File: src/rtl/rpt_sched.sv
// rpt_sched: snapshots measurement results and streams them as a framed byte report.
// Build option: define RPT_CKSUM_EN to append the XOR checksum byte to every frame.
module rpt_sched (
    input  logic        i_clk,
    input  logic        i_rst_n,
    input  logic        i_ph_en,
    input  logic [29:0] i_ph1,
    input  logic [29:0] i_ph2,
    input  logic [29:0] i_ph3,
    input  logic [29:0] i_ph4,
    input  logic [27:0] i_freq,
    input  logic [3:0]  i_ch_mask,
    output logic [7:0]  o_tx_data,
    output logic        o_tx_valid,
    input  logic        i_tx_ready,
    output logic        o_busy,
    output logic        o_pend,
    output logic [7:0]  o_seq,
    output logic [7:0]  o_drop_cnt
);

    localparam logic [7:0] SyncByte = 8'hA5;

    typedef enum logic [2:0] {
        StIdle, StSync, StSeq, StMask, StPh, StFreq, StCksum
    } state_e;

    typedef struct packed {
        logic [3:0][29:0] ph;
        logic [27:0]      freq;
        logic [3:0]       mask;
    } snap_t;

    state_e     state_q, state_d;
    snap_t      act_q, act_d, pend_q, pend_d, in_snap;
    logic       pend_vld_q, pend_vld_d;
    logic       valid_q, valid_d;
    logic [1:0] ch_q, ch_d, bi_q, bi_d;
    logic [7:0] seq_q, seq_d, nseq_q, nseq_d;
    logic [7:0] csum_q, csum_d, drop_q, drop_d, data_q, data_d;
    logic       xfer, last, start;
    logic [2:0] nxt_ch;

    // Lowest enabled channel at or above 'from'; 4 means none left.
    function automatic logic [2:0] find_ch(input logic [3:0] mask, input logic [2:0] from);
        find_ch = 3'd4;
        for (int i = 3; i >= 0; i--) begin
            if (mask[i] && (3'(i) >= from)) find_ch = 3'(i);
        end
    endfunction

    function automatic logic [7:0] pick(input logic [31:0] w, input logic [1:0] b);
        unique case (b)
            2'd0:    pick = w[31:24];
            2'd1:    pick = w[23:16];
            2'd2:    pick = w[15:8];
            default: pick = w[7:0];
        endcase
    endfunction

    always_comb begin
        in_snap.ph   = {i_ph4, i_ph3, i_ph2, i_ph1};
        in_snap.freq = i_freq;
        in_snap.mask = i_ch_mask;
    end

    always_comb begin
        state_d    = state_q;
        act_d      = act_q;
        pend_d     = pend_q;
        pend_vld_d = pend_vld_q;
        valid_d    = valid_q;
        ch_d       = ch_q;
        bi_d       = bi_q;
        seq_d      = seq_q;
        nseq_d     = nseq_q;
        csum_d     = csum_q;
        drop_d     = drop_q;
        data_d     = 8'h00;
        xfer       = valid_q & i_tx_ready;
        last       = 1'b0;
        start      = 1'b0;
        nxt_ch     = 3'd4;

        if (xfer) begin
            unique case (state_q)
                StSync: state_d = StSeq;
                StSeq: begin
                    csum_d  = csum_q ^ data_q;
                    state_d = StMask;
                end
                StMask: begin
                    csum_d = csum_q ^ data_q;
                    nxt_ch = find_ch(act_q.mask, 3'd0);
                    bi_d   = 2'd0;
                    if (nxt_ch[2]) begin
                        state_d = StFreq;
                    end else begin
                        state_d = StPh;
                        ch_d    = nxt_ch[1:0];
                    end
                end
                StPh: begin
                    csum_d = csum_q ^ data_q;
                    bi_d   = bi_q + 2'd1;
                    if (bi_q == 2'd3) begin
                        nxt_ch = find_ch(act_q.mask, {1'b0, ch_q} + 3'd1);
                        if (nxt_ch[2]) state_d = StFreq;
                        else           ch_d    = nxt_ch[1:0];
                    end
                end
                StFreq: begin
                    csum_d = csum_q ^ data_q;
                    bi_d   = bi_q + 2'd1;
                    if (bi_q == 2'd3) begin
`ifdef RPT_CKSUM_EN
                        state_d = StCksum;
`else
                        last = 1'b1;
`endif
                    end
                end
                StCksum: last = 1'b1;
                default: ;
            endcase
        end

        // Pending always wins the next slot; a coincident strobe then refills pending.
        if (state_q == StIdle || last) begin
            if (pend_vld_q) begin
                act_d      = pend_q;
                start      = 1'b1;
                pend_vld_d = i_ph_en;
                if (i_ph_en) pend_d = in_snap;
            end else if (i_ph_en) begin
                act_d = in_snap;
                start = 1'b1;
            end
        end else if (i_ph_en) begin
            if (!pend_vld_q) begin
                pend_d     = in_snap;
                pend_vld_d = 1'b1;
            end else if (drop_q != 8'hFF) begin
                drop_d = drop_q + 8'd1;
            end
        end

        if (start) begin
            state_d = StSync;
            valid_d = 1'b1;
            seq_d   = nseq_q;
            nseq_d  = nseq_q + 8'd1;
            csum_d  = 8'h00;
            ch_d    = 2'd0;
            bi_d    = 2'd0;
        end else if (last) begin
            state_d = StIdle;
            valid_d = 1'b0;
        end

        // Output byte is registered, so it is derived from the next-state view.
        unique case (state_d)
            StSync:  data_d = SyncByte;
            StSeq:   data_d = seq_d;
            StMask:  data_d = {4'b0, act_d.mask};
            StPh:    data_d = pick({2'b0, act_d.ph[ch_d]}, bi_d);
            StFreq:  data_d = pick({4'b0, act_d.freq}, bi_d);
            StCksum: data_d = csum_d;
            default: data_d = 8'h00;
        endcase
    end

    always_ff @(posedge i_clk or negedge i_rst_n) begin
        if (!i_rst_n) begin
            state_q    <= StIdle;
            act_q      <= '0;
            pend_q     <= '0;
            pend_vld_q <= 1'b0;
            valid_q    <= 1'b0;
            ch_q       <= 2'd0;
            bi_q       <= 2'd0;
            seq_q      <= 8'h00;
            nseq_q     <= 8'h00;
            csum_q     <= 8'h00;
            drop_q     <= 8'h00;
            data_q     <= 8'h00;
        end else begin
            state_q    <= state_d;
            act_q      <= act_d;
            pend_q     <= pend_d;
            pend_vld_q <= pend_vld_d;
            valid_q    <= valid_d;
            ch_q       <= ch_d;
            bi_q       <= bi_d;
            seq_q      <= seq_d;
            nseq_q     <= nseq_d;
            csum_q     <= csum_d;
            drop_q     <= drop_d;
            data_q     <= data_d;
        end
    end

    assign o_tx_data  = data_q;
    assign o_tx_valid = valid_q;
    assign o_busy     = valid_q;
    assign o_pend     = pend_vld_q;
    assign o_seq      = seq_q;
    assign o_drop_cnt = drop_q;

endmodule

File: config.mk
export PLATFORM = sky130hd
export DESIGN_NAME = rpt_sched
export DESIGN_NICKNAME = d
export VERILOG_FILES = /design/src/rtl/rpt_sched.sv
export SDC_FILE = /design/constraint.sdc
export NUM_CORES = 1
export LEC_CHECK = 0
export CAP_MARGIN = 20
export CORE_ASPECT_RATIO = 2
export CORE_MARGIN = 2
export CORE_UTILIZATION = 42
export DETAILED_ROUTE_END_ITERATION = 10
export PLACE_DENSITY = 0.64
export SKIP_CTS_REPAIR_TIMING = 1
export SLEW_MARGIN = 20
export SYNTH_ARGS = -nofsm -noshare
export SYNTH_HDL_FRONTEND = slang
export SYNTH_SLANG_ARGS = --single-unit
File: constraint.sdc
create_clock -name i_clk -period 3.02 [get_ports i_clk]
set_input_delay 0.906 -clock i_clk [delete_from_list [all_inputs] [get_ports i_clk]]
set_output_delay 0.906 -clock i_clk [all_outputs]
set_load 0.01 [all_outputs]
==> results.md <==
- Cell count after synthesis: 1,586
- Placed standard-cell area: 0.0206 sq mm
- Commonest cells after routing, fill and taps aside: 350 x sky130_fd_sc_hd__dfrtp_1, 197 x sky130_fd_sc_hd__buf_4, 179 x sky130_fd_sc_hd__clkdlybuf4s50_1, 156 x sky130_fd_sc_hd__mux2_2, 124 x sky130_fd_sc_hd__nor2_1
- Max stage delay cell, worst path: sky130_fd_sc_hd__a221o_4
- Final layout net count: 2,069
- Unrepaired setup endpoints after global routing: yes
- Post-Layout Inst Area: 0.0224 sq mm
- Detail-routed via count per cell: 5.97
- First-pass GRT wire length: 87,200 um
- Synthesized net count: 1,746
- Type of the tightest min-delay check: input pin to asynchronous set/reset pin
- First-pass iteration count of the detailed router: 6
- Worst Max-Slew Pin Slew: 0.820 ns
- Quantity of I/O buffers inserted on ports: 182
- Leakage: 9.43 nW
- Run status: completed
- Fillcell total: 3,426
- Total chip power: 26.7 mW
- Number of buffer and inverter stages on the critical path: 2
- GRT Residual Overflow: 0
- Synth Cell Area: 0.0168 sq mm
- Synthesis-to-finish area growth: 33.4%
- Final setup violation count: 0
- # Max-Cap Violations: 0
- Chip Height: 287 um
- Global-route usage over all layers: 27.0%
- R2R setup slack: 0.004 ns
- Number of warnings issued by yosys: 0
- WP data arrival: 3.48 ns
- Layout cell share with drive strength beyond 1: 27.1%
- Max VDD drop: 520 uV
- Number of antenna violations at the first check in global routing: 0
- Crit path largest cell delay: 0.50 ns
- Footprint of the multi-input gates: 0.00771 sq mm
- Clock root buffer: sky130_fd_sc_hd__clkbuf_16
- Worst Slack Setup Final: 0.00361 ns
- Final GP Congestion: 0.922
- Worst slew margin relative to its limit: 44.9%
- Number of synthesized register bits: 353
- Post-place setup slack: -1.14 ns
- Cell taking the most area after synthesis: sky130_fd_sc_hd__dfrtp_1
- Routed Antenna Nets: 0
- Setup crit start kind: flip-flop
- Fraction of synthesized cell area taken by the top area cell type: 52.7%
- RR Startpoint: bi_q[1]
- Power Density: 1190 mW/mm^2
- Placed Cells incl. Taps: 2,381
- Commonest non-fill, non-tap cell in the layout: sky130_fd_sc_hd__dfrtp_1
- Ys flop type: sky130_fd_sc_hd__dfrtp_1
- Setup TNS: 0 ns
- Via total after detailed routing: 14.7k
- DIE AREA: 0.0416 sq mm
- Post-Route Skew: 0.0180 ns
- Antenna diode count: 0
- Clock-pin slew of the registers on the worst-case setup and hold paths: 0.07 ns
- Post-Layout Cell Count: 2,458
- Crit path max fanout: 19
- Width of the chip: 145 um
- Number of buffers on the longest clock path: 3
- Delay-heaviest family, CP: compound AO/OA/AOI/OAI gates
- Final wirelength: 58,900 um
- CTS tree: done
- Drt drc: 0
- Count of cell instances traversed by the critical path: 12
- Final Hold Viols: 0
- Proportion of synthesized chip area in sequential cells: 52.7%
- Placed wire-length estimate: 41,600 um
- Worst hold slack: 0.307 ns
- Number of buffers created by CTS: 34
- Last element of the critical path: o_tx_data[4]
- Vias in the first global route: 14.9k
- Count of flip-flops with a built-in enable after synthesis: 0
- Ratio of final minimum period to clock period: 99.9%
- Share of flip-flops with an asynchronous set or reset: 100%
- Maximum clock frequency: 332 MHz
- Logic depth of the worst register-to-register path: 12
- Count of distinct cell types in the synthesized netlist: 67
- Initial Utilization: 42.5%
- Number of top-level design ports: 183
- Clock network latency to the later pin of the worst-skew pair: 0.53 ns
- Average cell area after synthesis: 10.6 sq um
- Routed len/inst: 24.0 um
- Final critical delay including setup and external delays: 3.02 ns
- CTS sink count: 353
- CTS HTree Levels: 2
- Core ar.: 0.0394 sq mm
- Maximum number of pins on one net before global-route repair: 69
- CP required: 3.48 ns
- Ranking of synthesized cells by area: sky130_fd_sc_hd__dfrtp_1 53%, sky130_fd_sc_hd__mux2_2 10%, sky130_fd_sc_hd__o21ai_0 3.9%
- Iteration-0 DRC count of the detailed router: 1,188
- Cells along the critical path: ha_4 > and3b_2 > a221o_4 > nand2_2 > nand3_4 > buf_12 > buf_4 > nor4_2 > a211oi_2 > o32a_1 > o211a_1 > o21ai_1
- Sequential cell area in the final layout: 0.00884 sq mm
- Beginning of the critical path: bi_q[1]
- Sort of element at the end of the critical path: flip-flop
- Capture point of the worst reg-to-reg path: o_tx_data[4]
- Critical Setup Path Class: flip-flop to flip-flop
- Site Rows: 103
- Util after Layout: 56.7%
- Final-report max-slew violation count: 0
## kinds of logic after synthesis
family / after synthesis / share of synthesized area (%)
AND/OR/NAND/NOR: 399 / 11.0
AO/OA/AOI/OAI: 495 / 19.7
buffers and inverters: 140 / 3.77
multiplexers: 172 / 11.4
adder cells (fa/ha/maj): 4 / 0.298
flip-flops: 353 / 52.7
XOR/XNOR: 23 / 1.20
## worst register-to-register path, stage by stage, from the launching register on
cell	delay [ns]
sky130_fd_sc_hd__dfrtp_2	0.45
sky130_fd_sc_hd__ha_4	0.18
sky130_fd_sc_hd__and3b_2	0.25
sky130_fd_sc_hd__a221o_4	0.50
sky130_fd_sc_hd__nand2_2	0.16
sky130_fd_sc_hd__nand3_4	0.12
sky130_fd_sc_hd__buf_12	0.20
sky130_fd_sc_hd__buf_4	0.19
sky130_fd_sc_hd__nor4_2	0.24
sky130_fd_sc_hd__a211oi_2	0.09
sky130_fd_sc_hd__o32a_1	0.20
sky130_fd_sc_hd__o211a_1	0.22
sky130_fd_sc_hd__o21ai_1	0.13
## registers in the layout (all words and copies together), names as in the netlist, 3 cells and up
name / count
state_q: 3
csum_q: 8
o_seq: 8
act_q: 152
o_drop_cnt: 8
o_tx_data: 8
nseq_q: 8
pend_q: 152
## power by group
group / switching, mW / leakage [nW] / internal, mW / total [mW]
clock network: 1.93 / 0.553 / 2.50 / 4.43
registers: 1.32 / 4.23 / 7.10 / 8.42
logic: 7.45 / 4.65 / 6.36 / 13.8
total: 10.7 / 9.43 / 16.0 / 26.7
## cell type report
| cell class | instances | area share [%] |
|---|---|---|
| sequential | 353 | 39.5 |
| multi-input combinational | 1093 | 34.5 |
| timing repair buffer | 413 | 17.8 |
| clock buffer | 46 | 4.46 |
| tap | 525 | 2.94 |
| clock inverter | 14 | 0.615 |
| inverter | 14 | 0.257 |
## Yosys cell counts (31+ instances only)
| master | count |
|---|---|
| sky130_fd_sc_hd__nand2_1 | 113 |
| sky130_fd_sc_hd__nor3_1 | 32 |
| sky130_fd_sc_hd__clkbuf_1 | 55 |
| sky130_fd_sc_hd__nor2b_1 | 72 |
| sky130_fd_sc_hd__o21ai_0 | 131 |
| sky130_fd_sc_hd__a31oi_1 | 72 |
| sky130_fd_sc_hd__mux2_2 | 156 |
| sky130_fd_sc_hd__nor2_1 | 129 |
| sky130_fd_sc_hd__dfrtp_1 | 353 |
| sky130_fd_sc_hd__o22ai_1 | 38 |
| sky130_fd_sc_hd__a21oi_1 | 42 |
| sky130_fd_sc_hd__a32oi_1 | 31 |
| sky130_fd_sc_hd__buf_2 | 58 |
| sky130_fd_sc_hd__a22oi_1 | 74 |
## worst min path at each step
stage	start	slack [ns]	depth (start not counted)	end
final	i_rst_n	0.31	1	o_drop_cnt[5]
after global routing	i_rst_n	0.36	1	o_drop_cnt[7]
after CTS	i_rst_n	0.35	1	o_drop_cnt[5]
after detailed placement	nseq_q[7]	0.47	1	nseq_q[7]
after global placement	act_q[60]	0.47	2	act_q[60]
after floorplan	nseq_q[7]	0.45	1	nseq_q[7]
## routing by layer
layer,part of all wire [%],GRT usage (%),vias to the layer above
met4,6.5,15.3,0
met2,53,50.0,575
li1,-,-,6517
met3,4.6,3.00,160
met1,36,29.9,7428
met5,0,0,-
Note: power is estimated with default switching activity, not from simulation.
